File: src/rtl/mem_stage.sv
// mem_stage: MEM stage of the 5-stage MIPS pipeline.
// Holds the EX/MEM register, runs one load/store on a request/response data
// bus, extracts and extends load data, and drives WB / ID-forwarding results.
module mem_stage (
    input  logic        clk,
    input  logic        rst,
    input  logic [5:0]  stall,
    input  logic [31:0] ex_pc,
    input  logic        ex_mem_en,
    input  logic [3:0]  ex_mem_wen,
    input  logic [2:0]  ex_load_op,
    input  logic [31:0] ex_addr,
    input  logic [31:0] ex_wdata,
    input  logic        ex_sel_rf_res,
    input  logic        ex_rf_we,
    input  logic [4:0]  ex_rf_waddr,
    input  logic        ex_hi_we,
    input  logic        ex_lo_we,
    input  logic [31:0] ex_hi,
    input  logic [31:0] ex_lo,
    output logic        dbus_req,
    output logic [3:0]  dbus_wen,
    output logic [31:0] dbus_addr,
    output logic [31:0] dbus_wdata,
    input  logic        dbus_addr_ok,
    input  logic        dbus_data_ok,
    input  logic [31:0] dbus_rdata,
    output logic        stallreq_for_mem,
    output logic [31:0] wb_pc,
    output logic        wb_rf_we,
    output logic [4:0]  wb_rf_waddr,
    output logic [31:0] wb_rf_wdata,
    output logic        wb_hi_we,
    output logic        wb_lo_we,
    output logic [31:0] wb_hi,
    output logic [31:0] wb_lo
);

    localparam logic [2:0] OP_LW  = 3'b001;
    localparam logic [2:0] OP_LB  = 3'b010;
    localparam logic [2:0] OP_LBU = 3'b011;
    localparam logic [2:0] OP_LH  = 3'b100;
    localparam logic [2:0] OP_LHU = 3'b101;

    typedef struct packed {
        logic [31:0] pc;
        logic        mem_en;
        logic [3:0]  mem_wen;
        logic [2:0]  load_op;
        logic [31:0] addr;
        logic [31:0] wdata;
        logic        sel_rf_res;
        logic        rf_we;
        logic [4:0]  rf_waddr;
        logic        hi_we;
        logic        lo_we;
        logic [31:0] hi;
        logic [31:0] lo;
    } exmem_t;

    typedef enum logic [1:0] {S_IDLE, S_WAIT, S_DONE} state_t;

    exmem_t      r;
    exmem_t      ex_in;
    state_t      state;
    state_t      next_state;
    logic [31:0] rdata_buf;
    logic [31:0] raw;
    logic [7:0]  ld_byte;
    logic [15:0] ld_half;
    logic [31:0] ld_val;
    logic        load_new;
    logic        bubble;
    logic        reg_load;
    logic        resp_now;
    logic        unused_stall;

    // Only the EX/MEM and MEM/WB hold bits matter to this stage.
    assign unused_stall = ^{stall[5], stall[2:0]};

    assign ex_in = '{pc: ex_pc, mem_en: ex_mem_en, mem_wen: ex_mem_wen,
                     load_op: ex_load_op, addr: ex_addr, wdata: ex_wdata,
                     sel_rf_res: ex_sel_rf_res, rf_we: ex_rf_we,
                     rf_waddr: ex_rf_waddr, hi_we: ex_hi_we, lo_we: ex_lo_we,
                     hi: ex_hi, lo: ex_lo};

    // EX stalled but MEM/WB running means a bubble enters this stage.
    assign load_new = ~stall[3];
    assign bubble   = stall[3] & ~stall[4];
    assign reg_load = load_new | bubble;
    assign resp_now = (state == S_WAIT) & dbus_data_ok;

    // EX/MEM pipeline register: bubble, load or hold.
    always_ff @(posedge clk or posedge rst) begin
        if (rst)
            r <= '0;
        else if (bubble)
            r <= '0;
        else if (load_new)
            r <= ex_in;
    end

    // Access FSM state and response buffer (kept for DONE while held).
    always_ff @(posedge clk or posedge rst) begin
        if (rst) begin
            state     <= S_IDLE;
            rdata_buf <= '0;
        end else begin
            state <= next_state;
            if (resp_now)
                rdata_buf <= dbus_rdata;
        end
    end

    // Next state and request; any register load returns the FSM to IDLE.
    always_comb begin
        next_state = state;
        dbus_req   = 1'b0;
        case (state)
            S_IDLE: begin
                dbus_req = r.mem_en;
                if (r.mem_en && dbus_addr_ok)
                    next_state = S_WAIT;
            end
            S_WAIT: if (dbus_data_ok) next_state = S_DONE;
            S_DONE: next_state = S_DONE;
            default: next_state = S_IDLE;
        endcase
        if (reg_load)
            next_state = S_IDLE;
    end

    assign dbus_wen   = dbus_req ? r.mem_wen : 4'b0000;
    assign dbus_addr  = dbus_req ? r.addr    : 32'h0;
    assign dbus_wdata = dbus_req ? r.wdata   : 32'h0;

    assign stallreq_for_mem = r.mem_en & ~((state == S_DONE) | resp_now);

    // Load data: live bus word on the response cycle, buffered word after.
    always_comb begin
        raw = resp_now ? dbus_rdata : rdata_buf;
        case (r.addr[1:0])
            2'd0:    ld_byte = raw[7:0];
            2'd1:    ld_byte = raw[15:8];
            2'd2:    ld_byte = raw[23:16];
            default: ld_byte = raw[31:24];
        endcase
        ld_half = r.addr[1] ? raw[31:16] : raw[15:0];
        case (r.load_op)
            OP_LB:   ld_val = {{24{ld_byte[7]}}, ld_byte};
            OP_LBU:  ld_val = {24'h0, ld_byte};
            OP_LH:   ld_val = {{16{ld_half[15]}}, ld_half};
            OP_LHU:  ld_val = {16'h0, ld_half};
            OP_LW:   ld_val = raw;
            default: ld_val = raw;
        endcase
    end

    assign wb_pc       = r.pc;
    assign wb_rf_waddr = r.rf_waddr;
    assign wb_rf_wdata = r.sel_rf_res ? ld_val : r.addr;
    assign wb_hi       = r.hi;
    assign wb_lo       = r.lo;
    assign wb_rf_we    = r.rf_we & ~stallreq_for_mem;
    assign wb_hi_we    = r.hi_we & ~stallreq_for_mem;
    assign wb_lo_we    = r.lo_we & ~stallreq_for_mem;

endmodule

File: config.mk
export PLATFORM = sky130hd
export DESIGN_NAME = mem_stage
export DESIGN_NICKNAME = d
export VERILOG_FILES = /design/src/rtl/mem_stage.sv
export SDC_FILE = /design/constraint.sdc
export NUM_CORES = 1
export LEC_CHECK = 0
export ABC_AREA = 0
export CAP_MARGIN = 20
export CORE_ASPECT_RATIO = 0.6
export CORE_MARGIN = 8
export CORE_UTILIZATION = 40
export DETAILED_ROUTE_END_ITERATION = 6
export PLACE_DENSITY = 0.82
export SLEW_MARGIN = 20
export SYNTH_ARGS = -nofsm -noshare
export SYNTH_HDL_FRONTEND = slang
export SYNTH_SLANG_ARGS = --single-unit
File: constraint.sdc
create_clock -name clk -period 10.8 [get_ports clk]
set_clock_uncertainty 0.2 [all_clocks]
set_input_delay 3.24 -clock clk [delete_from_list [all_inputs] [get_ports clk]]
set_output_delay 3.24 -clock clk [all_outputs]
set_load 0.05 [all_outputs]
==> impl_metrics.tcl <==
set metrics [dict create \
    hold_depth 2 \
    path_max_fanout 15 \
    die_w_um 226 \
    synth.most_common_cell "dfrtp_1" \
    setup_viol 0 \
    power.internal_mw 1.60 \
    synth_cells 1198 \
    via_per_inst 5.11 \
    cp_cell_sequence "clkdlybuf4s50_1, a21bo_2, a311oi_1, nand2_1, a41oi_1, clkdlybuf4s50_1" \
    first_pass_iters 6 \
    start_util_pct 40.3 \
    overflow 0 \
    ys_seq_area_share_pct 49.9 \
    h-tree-depth 1 \
    syn_avg_cell_area_um2 8.84 \
    drive_above_1_share_pct 6.41 \
    fin_crit_ps 9990 \
    grtUsageTotal_pct 22.6 \
    r2r_start "state[1]" \
    synthTopCellsByArea "dfrtp_1 (50%), o21ai_0 (8.5%), buf_4 (7.3%), inv_1 (6.5%), nand3_1 (4.3%)" \
    cts_root_buf "clkbuf_16" \
    clock_power_share_pct 32.8 \
    hold_class "register to register" \
    rows 46 \
    yosysTopAreaCellShare_pct 49.9 \
    cts_sinks 211 \
    cts_tree "done" \
    critPathSlowestCell "clkdlybuf4s50_1" \
    antenna_left 0 \
    worstMarginPinSlew_ps 1040 \
    place_area_um2 14200 \
    power_frac_seq_pct 38.5 \
    rsz0062_at_grt "no" \
    die_area_um2 32100 \
    cp-start-kind "input port" \
    power.density_nw_per_um2 161 \
    crit_type "input port to output pin" \
    worstRegToRegCells 4 \
    synth.top_cells.by_count "dfrtp_1 (211), inv_1 (183), o21ai_0 (179)" \
    min_from "wb_hi[8]" \
    hpwl_mm 27.8 \
    post_cts_resized 0 \
    worstHoldEndpoint "wb_hi[8]" \
    grt_pass1_vias 9458 \
    p_leak_nw 6.95 \
    slew_headroom_pct 31.0 \
    wl_per_cell_um 20.4 \
    final_cell_area_um2 15000 \
    placed_cells 1801 \
    endpoint_kind "output pin" \
    antenna_found_initial 6 \
    postSynth.asyncResetShare_pct 100 \
    status "complete, no violations" \
    yosysTopAreaCell "dfrtp_1" \
    io_buffers 420 \
    cp_top_family "buffers and inverters" \
    core_area_um2 26200 \
    synth.cell_area_um2 10600 \
    insertion_delay_ps 520 \
    regToRegSetupSlack_ps 8490 \
    grt_pass1_wl_mm 56.6 \
    max_freq_mhz 100 \
    combPwrFrac_pct 28.7 \
    cp.arrival_ps 6550 \
    place_ws_ps 966 \
    cts_setup_buffers 0 \
    critPathRequiredTime_ps 7360 \
    cts_hold_buf 0 \
    nNetsFinal 1688 \
    ys_types 52 \
    io_pins 425 \
    cap_violations 0 \
    areaGrowthSynthToFinish_pct 41.4 \
    finalSetupTns_ps 0 \
    cts_made_buffers 23 \
    p_sw_share_pct 33.6 \
    r2r_end "rdata_buf[26]" \
    critPathBufInv 2 \
    yosysWarnings 0 \
    drv_slew 0 \
    grt_max_degree 122 \
    finalNonFillerCells 1849 \
    crit_top_cell "clkdlybuf4s50_1" \
    clk_pin_slew_ps 60 \
    drt_iter0_markers 932 \
    ctsLongestPathBuffers 3 \
    synth_edf_count 0 \
    timing.final.crit_share_pct 92.5 \
    cpPeakStageDelay_ps 860 \
    hold_viol_final 0 \
    ys_seq_elements 211 \
    yosys_most_used_dff "dfrtp_1" \
    detailroute.via_count 9452 \
    switchingPower_mw 0.806 \
    drt-total-wl_mm 37.8 \
    gp_congestion 0.932 \
    die_h_um 142 \
    synthesis.nets 1420 \
    setup_ws_ps 807 \
    drcViolationCount 0 \
    ir_worst_vdd_mv 0.112 \
]
[per-stage QoR]
stage               utilization [%]  hold slack [ps]  total power, mW
floorplan                         -              242             1.39
global placement               54.1              257             1.61
detailed placement             54.1              269             1.62
CTS                            57.0              283             2.42
global route                   57.0              303             2.50
finish                         57.0              276             2.40
[area by class of cell]
cell class,count,area [um2]
Timing Repair Buffer,429,4270
Multi-Input combinational cell,617,3510
Fill cell,2249,11300
Antenna cell,6,15.0
Sequential cell,211,5280
Clock buffer,35,681
Tap cell,360,450
Inverter,184,698
Clock inverter,7,66.3
[power groups by stage]
stage	clock, mW	combinational, mW	sequential (mW)
2_1_floorplan	0	0.469	0.921
3_3_place_gp	0	0.675	0.932
3_5_place_dp	0	0.686	0.938
4_1_cts	0.809	0.687	0.923
5_1_grt	0.841	0.726	0.934
6_report	0.788	0.691	0.925
[layout by cell type (no fill, tap or decap), types with 5 or more instances in the layout]
master and instances:
a21o_1 5, a21oi_1 19, a22oi_1 6, a31oi_1 27
and3_1 68, and3_2 6, buf_4 10, clkbuf_1 6
clkbuf_16 23, clkbuf_8 6, clkdlybuf4s50_1 418, dfrtp_1 210
diode_2 6, inv_1 182, mux2_2 24, nand2_1 97
nand3_1 92, nor2_1 25, o211ai_1 9, o21ai_0 179
o22ai_1 9
[how the worst max path moves through the flow]
stage	end	cells after the start	slack (ps)	from
after floorplan	r[100]	1	1590	rst
after global placement	wb_rf_wdata[23]	6	970	dbus_data_ok
after detailed placement	wb_rf_wdata[23]	6	970	dbus_data_ok
after CTS	wb_rf_wdata[23]	6	930	dbus_data_ok
after global routing	wb_rf_wdata[23]	6	710	dbus_data_ok
final	wb_rf_wdata[23]	6	810	dbus_data_ok
[worst min-delay path, delay by kind of cell, from the launching register on]
family             cells  cell delay [ps]
AOI/OAI and AO/OA      1               60
DFF                    1              340
and+or+nand+nor        1               40
[metal layers]
layer | GRT usage (%) | up-vias | routed length (um)
met2 | 34.5 | 461 | 16900
met5 | 0 | - | 0
li1 | - | 4381 | -
met3 | 8.07 | 71 | 3980
met4 | 7.65 | 0 | 1270
met1 | 29.5 | 4539 | 15600
[logic make-up (layout without fill, tap and decap cells)]
group                      count (synthesis)  count (layout)  synth area share, %
and+or+nand+nor                          305             305                 14.3
AOI/OAI and AO/OA                        281             281                 15.2
DFF                                      211             211                 49.9
adders and majority gates                  3               3                0.355
muxes                                     27              27                 3.07
other                                      0               6                    0
buffers and inverters                    370             655                 17.1
xor gates and xnor gates                   1               1               0.0827
[sequential cells by signal (all words and copies together), names as in the netlist]
| signal | cells |
|---|---|
| wb_lo | 32 |
| wb_rf_waddr | 5 |
| r | 76 |
| wb_pc | 32 |
| rdata_buf | 32 |
| wb_hi | 32 |
| state | 2 |
(Power assumes the default switching activity.)
